--- config.mk ---
export PLATFORM = sky130hd
export DESIGN_NAME = stopwatch_ctrl
export DESIGN_NICKNAME = d
export VERILOG_FILES = /design/src/rtl/stopwatch_pkg.sv /design/src/rtl/btn_debounce.sv /design/src/rtl/stopwatch_ctrl.sv
export SDC_FILE = /design/constraint.sdc
export NUM_CORES = 1
export LEC_CHECK = 0
export CORE_ASPECT_RATIO = 1.2
export CORE_MARGIN = 2
export CORE_UTILIZATION = 57
export DETAILED_ROUTE_END_ITERATION = 10
export GPL_ROUTABILITY_DRIVEN = 0
export PLACE_DENSITY = 0.85
export SLEW_MARGIN = 10
export SYNTH_ARGS = -nofsm -noshare
export SYNTH_HDL_FRONTEND = slang
export SYNTH_SLANG_ARGS = --single-unit
--- constraint.sdc ---
create_clock -name clk -period 5.4 [get_ports clk]
set_input_delay 0.54 -clock clk [delete_from_list [all_inputs] [get_ports clk]]
set_output_delay 0.54 -clock clk [all_outputs]
set_load 0.1 [all_outputs]
--- src/rtl/stopwatch_pkg.sv ---
// rtl/stopwatch_pkg.sv - state encoding and default widths shared by the stopwatch front panel
package stopwatch_pkg;

   localparam int TIME_W_DEF = 24;

   typedef enum logic [1:0] {
      IDLE    = 2'd0,
      RUNNING = 2'd1,
      STOPPED = 2'd2,
      LAP     = 2'd3
   } sw_state_t;

   function automatic logic is_counting(input sw_state_t s);
      return (s == RUNNING) || (s == LAP);
   endfunction

endpackage

--- src/rtl/btn_debounce.sv ---
// rtl/btn_debounce.sv - 2-FF synchroniser, stable-level debouncer and registered press pulse
module btn_debounce #(
   parameter int DEBOUNCE_CYCLES = 1000000
) (
   input  logic clk,
   input  logic reset,
   input  logic i_btn,
   output logic o_level,
   output logic o_press
);

   localparam int CNT_W = $clog2(DEBOUNCE_CYCLES + 1);
   localparam logic [CNT_W-1:0] CNT_LAST = CNT_W'(DEBOUNCE_CYCLES - 1);

   logic             r_sync1;
   logic             r_sync2;
   logic [CNT_W-1:0] r_cnt;
   logic             r_level;
   logic             r_level_q;
   logic             r_press;

   always_ff @(posedge clk) begin
      if (!reset) begin
         r_sync1   <= 1'b0;
         r_sync2   <= 1'b0;
         r_cnt     <= '0;
         r_level   <= 1'b0;
         r_level_q <= 1'b0;
         r_press   <= 1'b0;
      end else begin
         r_sync1 <= i_btn;
         r_sync2 <= r_sync1;
         // Any cycle where the synchronised input agrees with the level restarts the run.
         if (r_sync2 == r_level) begin
            r_cnt <= '0;
         end else if (r_cnt == CNT_LAST) begin
            r_cnt   <= '0;
            r_level <= r_sync2;
         end else begin
            r_cnt <= r_cnt + CNT_W'(1);
         end
         r_level_q <= r_level;
         r_press   <= r_level & ~r_level_q;
      end
   end

   assign o_level = r_level;
   assign o_press = r_press;

endmodule

--- src/rtl/stopwatch_ctrl.sv ---
// rtl/stopwatch_ctrl.sv - run/stop/lap/clear sequencer with lap freeze; long-press clear under STOPWATCH_CTRL_LONGPRESS_EN
module stopwatch_ctrl
   import stopwatch_pkg::*;
#(
   parameter int TIME_W          = TIME_W_DEF,
   parameter int DEBOUNCE_CYCLES = 1000000,
   parameter int LONG_CYCLES     = 200000000
) (
   input  logic              clk,
   input  logic              reset,
   input  logic              btn_start,
   input  logic              btn_lap,
   input  logic [TIME_W-1:0] sw_time,
   output logic              sw_run,
   output logic              sw_clear,
   output logic [TIME_W-1:0] disp_time,
   output logic              lap_active,
   output logic [1:0]        state
);

   logic w_start_press;
   logic w_start_level;
   logic w_lap_press;
   logic w_lap_level;
   logic w_long_fire;

   btn_debounce #(.DEBOUNCE_CYCLES(DEBOUNCE_CYCLES)) u_db_start (
      .clk     (clk),
      .reset   (reset),
      .i_btn   (btn_start),
      .o_level (w_start_level),
      .o_press (w_start_press)
   );

   btn_debounce #(.DEBOUNCE_CYCLES(DEBOUNCE_CYCLES)) u_db_lap (
      .clk     (clk),
      .reset   (reset),
      .i_btn   (btn_lap),
      .o_level (w_lap_level),
      .o_press (w_lap_press)
   );

`ifdef STOPWATCH_CTRL_LONGPRESS_EN
   localparam int LONG_W = $clog2(LONG_CYCLES + 1);
   localparam logic [LONG_W-1:0] LONG_SAT  = LONG_W'(LONG_CYCLES);
   localparam logic [LONG_W-1:0] LONG_LAST = LONG_W'(LONG_CYCLES - 1);

   logic [LONG_W-1:0] r_long_cnt;

   // Saturating at LONG_CYCLES keeps the fire condition true for one cycle per hold.
   always_ff @(posedge clk) begin
      if (!reset) begin
         r_long_cnt <= '0;
      end else if (!w_lap_level) begin
         r_long_cnt <= '0;
      end else if (r_long_cnt != LONG_SAT) begin
         r_long_cnt <= r_long_cnt + LONG_W'(1);
      end
   end

   assign w_long_fire = w_lap_level && (r_long_cnt == LONG_LAST);
`else
   assign w_long_fire = 1'b0;
`endif

   sw_state_t         r_state;
   sw_state_t         w_state_nxt;
   logic              r_clear;
   logic              w_clear_nxt;
   logic [TIME_W-1:0] r_lap;
   logic              w_lap_capture;

   always_ff @(posedge clk) begin
      if (!reset) begin
         r_state <= IDLE;
         r_clear <= 1'b0;
         r_lap   <= '0;
      end else begin
         r_state <= w_state_nxt;
         r_clear <= w_clear_nxt;
         if (w_lap_capture) begin
            r_lap <= sw_time;
         end
      end
   end

   // Start has priority; a lap pulse arriving with it is dropped.
   always_comb begin
      w_state_nxt   = r_state;
      w_clear_nxt   = 1'b0;
      w_lap_capture = 1'b0;
      if (w_long_fire) begin
         w_state_nxt = IDLE;
         w_clear_nxt = 1'b1;
      end else if (w_start_press) begin
         case (r_state)
            IDLE:    w_state_nxt = RUNNING;
            RUNNING: w_state_nxt = STOPPED;
            STOPPED: w_state_nxt = RUNNING;
            LAP:     w_state_nxt = STOPPED;
            default: w_state_nxt = IDLE;
         endcase
      end else if (w_lap_press) begin
         case (r_state)
            IDLE:    w_state_nxt = IDLE;
            RUNNING: begin
               w_state_nxt   = LAP;
               w_lap_capture = 1'b1;
            end
            STOPPED: begin
               w_state_nxt = IDLE;
               w_clear_nxt = 1'b1;
            end
            LAP:     w_state_nxt = RUNNING;
            default: w_state_nxt = IDLE;
         endcase
      end
   end

   assign state      = r_state;
   assign sw_run     = is_counting(r_state);
   assign sw_clear   = r_clear;
   assign lap_active = (r_state == LAP);
   assign disp_time  = lap_active ? r_lap : sw_time;

endmodule
==> results.md <==
- Outcome: completed
- Worst-path clk slew: 0.07 ns
- Clock Power Share: 40.4%
- Worst Reg2Reg Path Length in Cells: 5
- Grt met3 use: 5.29%
- Reg2reg start: u_db_start.r_cnt[0]
- Layout net count: 459
- Cell Area, Synth: 3340 µm²
- Initial DRT Pass Iterations: 5
- Net Sw Frac: 24.5%
- Fmax: 279 MHz
- Initial antenna violation count: 0
- First-pass GRT wire length: 10600 µm
- Post-CTS setup buffers: 0
- CTS max path bufs: 2
- Core box area: 5670 µm²
- Hold_sp: u_db_start.r_level_q
- Reg2reg setup slack: 3.33 ns
- CP required: 4.86 ns
- # diodes: 0
- Ports: 57
- Maximum vdd drop: 208 µV
- GR Util met2: 36.0%
- # DRC: 0
- Crit path launch type: register
- Most Crowded Layer GR: met2
- Vias in the first global route: 2554
- Number of synthesized flops with an enable pin: 0
- Seq pwr share: 48.6%
- Power Density: 283 nW/µm²
- Clk Latency, worst-skew pair: 0.35 ns
- CTS H-tree depth: 3
- Crit Path Max Fanout: 25
- TritonCTS clock tree: done
- Final HPWL DP: 4540 µm
- DRT iter0 DRCs: 110
- CTS sink cnt: 77
- DRT antenna net count: 0
- Most frequent cells in the layout: 77 x dfxtp_1, 60 x nand2_1, 56 x clkdlybuf4s50_1
- Pint: 0.887 mW
- Most common cell after layout, fill and taps aside: dfxtp_1
- Total power: 1.17 mW
- Worst slew margin: 30.9%
- Cts repair resizes: 0
- TritonCTS buffer count: 9
- Die area: 6480 µm²
- Routed Wire Length: 6620 µm
- Final period util: 66.3%
- Worst slew pin tran: 1.03 ns
- Fin. Hold Viols: 0
- Sequential fraction of the synthesis area: 46.2%
- Setup TNS: 0 ns
- Async SR Flop Fraction: 0%
- CP arrival: 3.04 ns
- Vias: 2777
- Grt ovf: 0
- Yosys reg bits: 77
- Final slew viol count: 0
- Filler cells: 433
- Port bufs: 56
- Synthesized Nets: 412
- Max-cap check violation count: 0
- Total GRT Usage: 21.0%
- Synth Warn #: 0
- Fin Clk Skew: 0.00713 ns
- Switching pwr: 0.287 mW
- RSZ-0062 raised after global routing: no
- CTS root buf: clkbuf_8
- Area Overhead vs Synth: 24.5%
- Lkg Pwr: 1.38 nW
- Min Tclk post-route: 3.58 ns
- Wire length per cell: 12.9 µm
- Capturing point of the worst reg2reg path: u_db_start.r_cnt[18]
- CP Capture Type: output port
- Share of layout cells above drive strength 1: 10.8%
- Endpoints failing setup: 0
- Synth Instances: 382
- CP Launch Point: state[0]
- Die H: 87.8 µm
- CP Class: register to output port
- Hold crit path type: register to register
- Gate power share: 11.0%
- Largest net degree at the start of global routing: 29
- Row count: 30
- Hold-fix buffers at CTS: 0
- Synth Area per Inst: 8.73 µm²
- Die X: 73.8 µm
- Initial Util: 58.9%
- Primary FF master, synth: dfxtp_1
- M1 GR Usage: 23.9%
- Hold path cells: 1
- DR vias/cell: 5.40
- Unique masters post-synth: 36
- Hold Path Sink: u_db_start.o_press
==> cells in the mapped netlist (6+ instances only) <==
cell type | n | area share (%)
or4_1 | 8 | 1.8
mux2_2 | 24 | 8.1
o31ai_1 | 6 | 1.4
or3_1 | 9 | 1.7
xor2_1 | 18 | 4.7
nand3_1 | 12 | 1.8
nand2_1 | 60 | 6.8
and2_1 | 9 | 1.7
inv_1 | 9 | 1.0
nand4_1 | 12 | 2.3
a21oi_1 | 40 | 6.0
xnor2_1 | 8 | 2.1
o21ai_0 | 10 | 1.5
dfxtp_1 | 77 | 46
clkbuf_1 | 17 | 1.9
nor2_1 | 30 | 3.4
==> routing by layer <==
| layer | vias to the layer above | wire length (µm) |
|---|---|---|
| li1 | 1413 | - |
| met1 | 1283 | 2980 |
| met2 | 71 | 3170 |
| met3 | 10 | 368 |
| met4 | 0 | 114 |
| met5 | - | 0 |
==> state kept, by name (all words and copies together), names as in the netlist, 2 cells and up <==
name	count
r_lap	24
u_db_lap.r_cnt	20
u_db_start.r_cnt	20
state	2
==> worst max path at each step <==
stage	slack (ns)	to
3_3_place_gp	2.23	disp_time[11]
3_5_place_dp	2.17	disp_time[11]
6_report	1.82	disp_time[12]
5_1_grt	1.66	disp_time[1]
2_1_floorplan	2.54	lap_active
4_1_cts	1.78	disp_time[11]
==> stage by stage <==
step           area [µm²]  hold WS (ns)  std cells  util (%)  worst slack (ns)
2_1_floorplan        3340         0.367        382         -              2.54
4_1_cts              4150         0.383        514      73.3              1.78
3_3_place_gp         3920         0.371        498      69.2              2.23
5_1_grt              4150         0.402        514      73.3              1.66
3_5_place_dp         3920         0.377        498      69.2              2.17
6_report             4150         0.380        514      73.3              1.82
==> power by group through the flow <==
stage | sequential, mW | combinational (mW) | clock [mW]
floorplan | 0.583 | 0.0871 | 0
global placement | 0.583 | 0.128 | 0
detailed placement | 0.583 | 0.129 | 0
CTS | 0.570 | 0.130 | 0.484
global route | 0.570 | 0.133 | 0.510
finish | 0.570 | 0.129 | 0.475
==> cell families (layout without fill, tap and decap cells) <==
kind of cell | after synthesis | after routing | share of synthesized area, %
buffers and inverters | 32 | 84 | 3.79
adder cells (fa/ha/maj) | 2 | 2 | 0.750
AND/OR/NAND/NOR | 163 | 163 | 25.0
XOR/XNOR | 26 | 26 | 6.83
multiplexers | 24 | 24 | 8.10
AO/OA/AOI/OAI | 58 | 58 | 9.30
flip-flops | 77 | 77 | 46.2
==> cell type report <==
type                            count  area, µm²  share of cell area [%]
Clock buffer                       14        193                    4.64
Timing Repair Buffer               58        576                    13.9
Inverter                           10       37.5                   0.904
Clock inverter                      2       37.5                   0.904
Tap cell                           80        100                    2.41
Multi-Input combinational cell    273       1670                    40.2
Sequential cell                    77       1540                    37.1
==> worst max-delay path, stage by stage, from the launching register on <==
cell,delay (ns)
dfxtp_1,0.45
nand2_1,0.65
mux2_2,0.43
clkdlybuf4s50_1,1.14
Note: power is estimated with default switching activity, not from simulation.
